## src/rtl/flush_redirect_ctrl_pkg.sv

```systemverilog
// flush_redirect_ctrl shared types
// front-end flush/redirect sequencer package
package flush_redirect_ctrl_pkg;

  typedef enum logic [1:0] {
    ST_IDLE     = 2'd0,
    ST_DRAIN    = 2'd1,
    ST_REDIRECT = 2'd2
  } fr_state_e;

  localparam int MAX_OUTST_DEF = 2;
  localparam int CNT_W_DEF     = 2;

endpackage

```

## src/rtl/flush_redirect_ctrl.sv

```systemverilog
// flush_redirect_ctrl: flush, drain stale
// inst responses, then redirect IF
module flush_redirect_ctrl
  import flush_redirect_ctrl_pkg::*;
#(
  parameter int MAX_OUTST = MAX_OUTST_DEF,
  parameter int CNT_W     = CNT_W_DEF
) (
  input  logic             clk,
  input  logic             reset,
  input  logic             excp_flush,
  input  logic             ertn_flush,
  input  logic [31:0]      eentry,
  input  logic [31:0]      era,
  input  logic             if_req_fire,
  input  logic             if_resp_fire,
  output logic             flush,
  output logic             if_block,
  output logic             resp_discard,
  output logic             redirect_valid,
  output logic [31:0]      redirect_pc,
  input  logic             redirect_ack,
  output logic             busy,
  output logic [CNT_W-1:0] outst_cnt
);

  fr_state_e        state, state_nxt;
  logic [CNT_W-1:0] outst_q, outst_nxt;
  logic [CNT_W-1:0] disc_q, disc_nxt;
  logic [31:0]      target_q, target_nxt;
  logic [CNT_W:0]   sum;
  logic             ev;

  assign ev = (excp_flush | ertn_flush)
            & (state == ST_IDLE) & ~reset;

  // outstanding count, clamped to [0, MAX_OUTST]
  always_comb begin
    sum = {1'b0, outst_q} + (CNT_W+1)'(if_req_fire);
    if (if_resp_fire && sum != '0)
      sum = sum - (CNT_W+1)'(1);
    if (sum > (CNT_W+1)'(MAX_OUTST))
      sum = (CNT_W+1)'(MAX_OUTST);
    outst_nxt = sum[CNT_W-1:0];
  end

  // next-state and handshake outputs
  always_comb begin
    state_nxt      = state;
    disc_nxt       = disc_q;
    target_nxt     = target_q;
    flush          = 1'b0;
    if_block       = 1'b0;
    resp_discard   = 1'b0;
    redirect_valid = 1'b0;
    unique case (state)
      ST_IDLE: begin
        if (ev) begin
          flush      = 1'b1;
          target_nxt = excp_flush ? eentry : era;
          disc_nxt   = outst_nxt;
          state_nxt  = (outst_nxt != '0)
                     ? ST_DRAIN : ST_REDIRECT;
        end
      end
      ST_DRAIN: begin
        if_block     = 1'b1;
        resp_discard = if_resp_fire;
        if (if_resp_fire) begin
          disc_nxt = disc_q - CNT_W'(1);
          if (disc_q == CNT_W'(1))
            state_nxt = ST_REDIRECT;
        end
      end
      ST_REDIRECT: begin
        if_block       = 1'b1;
        redirect_valid = 1'b1;
        if (redirect_ack)
          state_nxt = ST_IDLE;
      end
      default: state_nxt = ST_IDLE;
    endcase
  end

  // state, counters and latched target
  always_ff @(posedge clk) begin
    if (reset) begin
      state    <= ST_IDLE;
      outst_q  <= '0;
      disc_q   <= '0;
      target_q <= '0;
    end else begin
      state    <= state_nxt;
      outst_q  <= outst_nxt;
      disc_q   <= disc_nxt;
      target_q <= target_nxt;
    end
  end

  assign redirect_pc = redirect_valid
                     ? target_q : 32'd0;
  assign busy        = (state != ST_IDLE);
  assign outst_cnt   = outst_q;

endmodule
```

## config.mk

```make
export PLATFORM = sky130hd
export DESIGN_NAME = flush_redirect_ctrl
export DESIGN_NICKNAME = d
export VERILOG_FILES = /design/src/rtl/flush_redirect_ctrl_pkg.sv /design/src/rtl/flush_redirect_ctrl.sv
export SDC_FILE = /design/constraint.sdc
export NUM_CORES = 1
export LEC_CHECK = 0
export BUFFER_PORTS_ARGS = -buffer_cell sky130_fd_sc_hd__clkbuf_2
export CORE_UTILIZATION = 47
export CTS_BUF_LIST = sky130_fd_sc_hd__clkbuf_2 sky130_fd_sc_hd__clkbuf_4 sky130_fd_sc_hd__clkbuf_8
export DETAILED_ROUTE_END_ITERATION = 12
export PLACE_DENSITY_LB_ADDON = 0.1
export SYNTH_ARGS = -nofsm -noshare
export SYNTH_HDL_FRONTEND = slang
export SYNTH_SLANG_ARGS = --single-unit
```

## constraint.sdc

```tcl
create_clock -name clk -period 6 [get_ports clk]
set_input_delay 1.2 -clock clk [delete_from_list [all_inputs] [get_ports clk]]
set_output_delay 1.2 -clock clk [all_outputs]
set_load 0.02 [all_outputs]
```

==> impl_metrics.csv <==
group,metric,value,unit
place,hpwl,3383,µm
pwr,power_leakage,1.467,nW
global_routing,grt_max_degree,65,
clock_tree,cts_hold_buf,0,
routing,dr.max_layer_used,"met4",
sta,skew,8.900,ps
pwr,pwr_density_cell,408.6,nW/µm²
pwr,seq_power_share,0.311,
finish,nets,419,
place,place_inst,399,
die,start_util,0.4923,
routing,drc,0,
clock_tree,cts_setup_buffers,0,
pwr,clockPowerShare,0.181,
die,dieArea,5300,µm²
pwr,p_comb_frac,0.508,
worst_setup_path,crit_path_max_incr_delay,460,ps
global_routing,track_usage,0.1794,
pwr,switchingPower,0.4997,mW
sta,rsz0062_at_grt,"no",
job,cap_viol_max_count,0,
sta,report.final.slew_viol_count,0,
routing,viasPerCell,4.837,
pwr,p_int,0.7211,mW
routing,routed_wl,4739,µm
routing,drt_pass1_iterations,4,
pwr,ir_drop,0.3038,mV
worst_setup_path,crit_arrival,2250,ps
clock_tree,cts_buffer_depth,2,
global_routing,gr-total-overflow,0,
clock_tree,clock-root-buffer,"clkbuf_8",
routing,dr_wl_met2,2225,µm
clock_tree,cts_sinks,38,
clock_tree,clock_latency,290,ps
routing,wl_met3,295,µm
global_routing,grt_pass1_wl,7438,µm
finish,n_antenna_cell,0,
die,ios,110,
worst_setup_path,critPathLaunchType,"input port",
synthesis,synth_area,2356,µm²
die,rows,25,
worst_setup_path,crit_fanout,35,
global_routing,grt_pass1_vias,1743,
synthesis,syn_area_per_cell,9.858,µm²
clock_tree,cts_max_level,2,
synthesis,yosysTopAreaCellShare,0.3229,
clock_tree,path_clk_slew,80,ps
worst_setup_path,cp.depth,5,
worst_setup_path,path_cells,"clkbuf_2, buf_4, o21ai_0, nor2_1, clkbuf_2",
sta,finalHoldViolCount,0,
sta,setup_violations,0,
die,core_area,4786,µm²
finish,instances_no_fill,406,
finish,utilization,0.6243,
clock_tree,cts_tree,"built",
sta,relSlewSlack,0.3733,
place,port_buffers,109,
synthesis,syn_inst,239,
sta,period_needed,3446,ps
routing,drt-initial-drc-count,81,
worst_setup_path,ff2ff_setup_slack,3710,ps
worst_setup_path,worstPathRequired,4800,ps
synthesis,synth_seq_cells,38,
finish,layout-drive-gt1-share,0.4572,
sta,max_freq,290.2,MHz
synthesis,ys_warn_count,0,
finish,fill_cells,443,
clock_tree,cts_resized,0,
worst_setup_path,cp-end-kind,"output port",
sta,tightest_slew,940.0,ps
pwr,swShare,0.4093,
worst_setup_path,crit_top_cell,"clkbuf_2",
global_routing,antenna_found_initial,0,
die,die_w,72.80,µm
place,gp_routability_congestion,0.7253,
routing,wl_met1,2170,µm
sta,worst_slack,2554,ps
routing,vias,1964,
finish,area_growth,26.82,%
synthesis,seq_area_frac_synth,0.3229,
clock_tree,cts_inserted_buffers,5,
min_path,min_path_type,"flop to flop",
min_path,worstHoldEndpoint,"state[0]$_SDFFE_PP0P_",
synthesis,synth_cell_types,34,
sta,setup_tns,0,ps
synthesis,ys_top_cells_by_area,"dfxtp_1 32%, a211oi_2 15%, mux2i_1 14%",
routing,final_antenna_net_count,0,
sta,post-route-period-util,0.5744,
worst_setup_path,r2r-start,"outst_cnt[0]$_SDFF_PP0_",
worst_setup_path,critPathKind,"input port to output port",
worst_setup_path,reg2reg_depth,9,
worst_setup_path,r2r_end,"disc_q[0]$_SDFFE_PP0P_",
worst_setup_path,cp_slowest_cell,"buf_4",
min_path,min_from,"state[0]$_SDFFE_PP0P_",
synthesis,synth_nets,319,
worst_setup_path,cp.buffers_inverters,3,
routing,wl_per_cell,11.67,µm
worst_setup_path,cpLargestDelayFamily,"buffers and inverters",
place,place_ws,2518,ps
die,die_h,72.80,µm
synthesis,synth_largest_area_cell,"dfxtp_1",
min_path,hold_depth,2,
pwr,total_power,1.221,mW
status,outcome,"finished clean",
## Yosys cell counts, drive strengths merged
| cell type | number |
|---|---|
| nand2 | 4 |
| o2bb2ai | 1 |
| nor4b | 1 |
| ha | 9 |
| nand3b | 1 |
| xnor2 | 1 |
| a211oi | 34 |
| a221oi | 1 |
| o31ai | 1 |
| a221o | 1 |
| o31a | 1 |
| mux2 | 1 |
| o21ai | 4 |
| nor4bb | 1 |
| buf | 13 |
| nand4b | 1 |
| clkbuf | 5 |
| and2 | 33 |
| o21bai | 1 |
| nor2 | 37 |
| o41ai | 1 |
| nor2b | 4 |
| inv | 8 |
| a21oi | 4 |
| mux2i | 32 |
| a211o | 1 |
| dfxtp | 38 |
## power groups by stage
stage	clock (mW)	sequential (mW)	combinational, mW
after global routing	0.238	0.391	0.684
after CTS	0.226	0.380	0.630
after detailed placement	0	0.385	0.628
final	0.221	0.380	0.620
after global placement	0	0.382	0.618
after floorplan	0	0.381	0.532
## logic make-up (layout without fill, tap and decap cells)
| logic type | after synthesis | count (layout) | synth area share |
|---|---|---|---|
| buffers and inverters | 26 | 126 | 0.06585 |
| adders and majority gates | 9 | 9 | 0.04780 |
| xor gates and xnor gates | 1 | 1 | 0.006906 |
| DFF | 38 | 38 | 0.3229 |
| AOI/OAI and AO/OA | 50 | 50 | 0.2241 |
| and+or+nand+nor | 82 | 82 | 0.1917 |
| muxes | 33 | 33 | 0.1407 |
## cell type report
cell class / instances / area, µm² / area share
clock inverters: 1 / 30.03 / 0.01005
clock buffers: 6 / 82.58 / 0.02764
multi-input cells: 175 / 1440 / 0.4820
well taps: 67 / 83.83 / 0.02806
flip-flops and latches: 38 / 760.7 / 0.2546
repair buffers: 111 / 560.5 / 0.1876
inverters: 8 / 30.03 / 0.01005
## worst max-delay path by stage
stage                start                endpoint  slack (ps)
2_1_floorplan  if_req_fire  disc_q[0]$_SDFFE_PP0P_        2930
5_1_grt         excp_flush                   flush        2420
3_3_place_gp    excp_flush                   flush        2540
3_5_place_dp    excp_flush                   flush        2520
6_report        excp_flush                   flush        2550
4_1_cts         excp_flush                   flush        2510
## metrics by stage
| stage | hold slack [ps] | area, µm² |
|---|---|---|
| after CTS | 479.2 | 2988 |
| after floorplan | 441.9 | 2356 |
| after global placement | 464.5 | 2875 |
| after detailed placement | 470.1 | 2875 |
| final | 480.3 | 2988 |
| after global routing | 496.9 | 2988 |
## flip-flops by register name, indices dropped and copies added, names as in the netlist
name	flops
target_q	32
state	2
outst_cnt	2
disc_q	2
## worst min-delay path, stage by stage (launching register included)
cell     delay [ps]
dfxtp_1         330
nand2_1          60
a21oi_1          50
## routing by layer
metal | vias to the layer above | track usage
li1 | 1038 | -
met1 | 855 | 0.2118
met2 | 67 | 0.3198
met3 | 4 | 0.03729
met4 | 0 | 0.06536
met5 | - | 0
## cell usage in the layout (no fill, tap or decap), drive strengths merged, types with 8 or more instances in the layout
master | Yosys | routed
a211oi | 34 | 34
nor2 | 37 | 37
dfxtp | 38 | 38
ha | 9 | 9
inv | 8 | 8
mux2i | 32 | 32
and2 | 33 | 33
clkbuf | 5 | 115
Power figures use the tool's default switching activity.
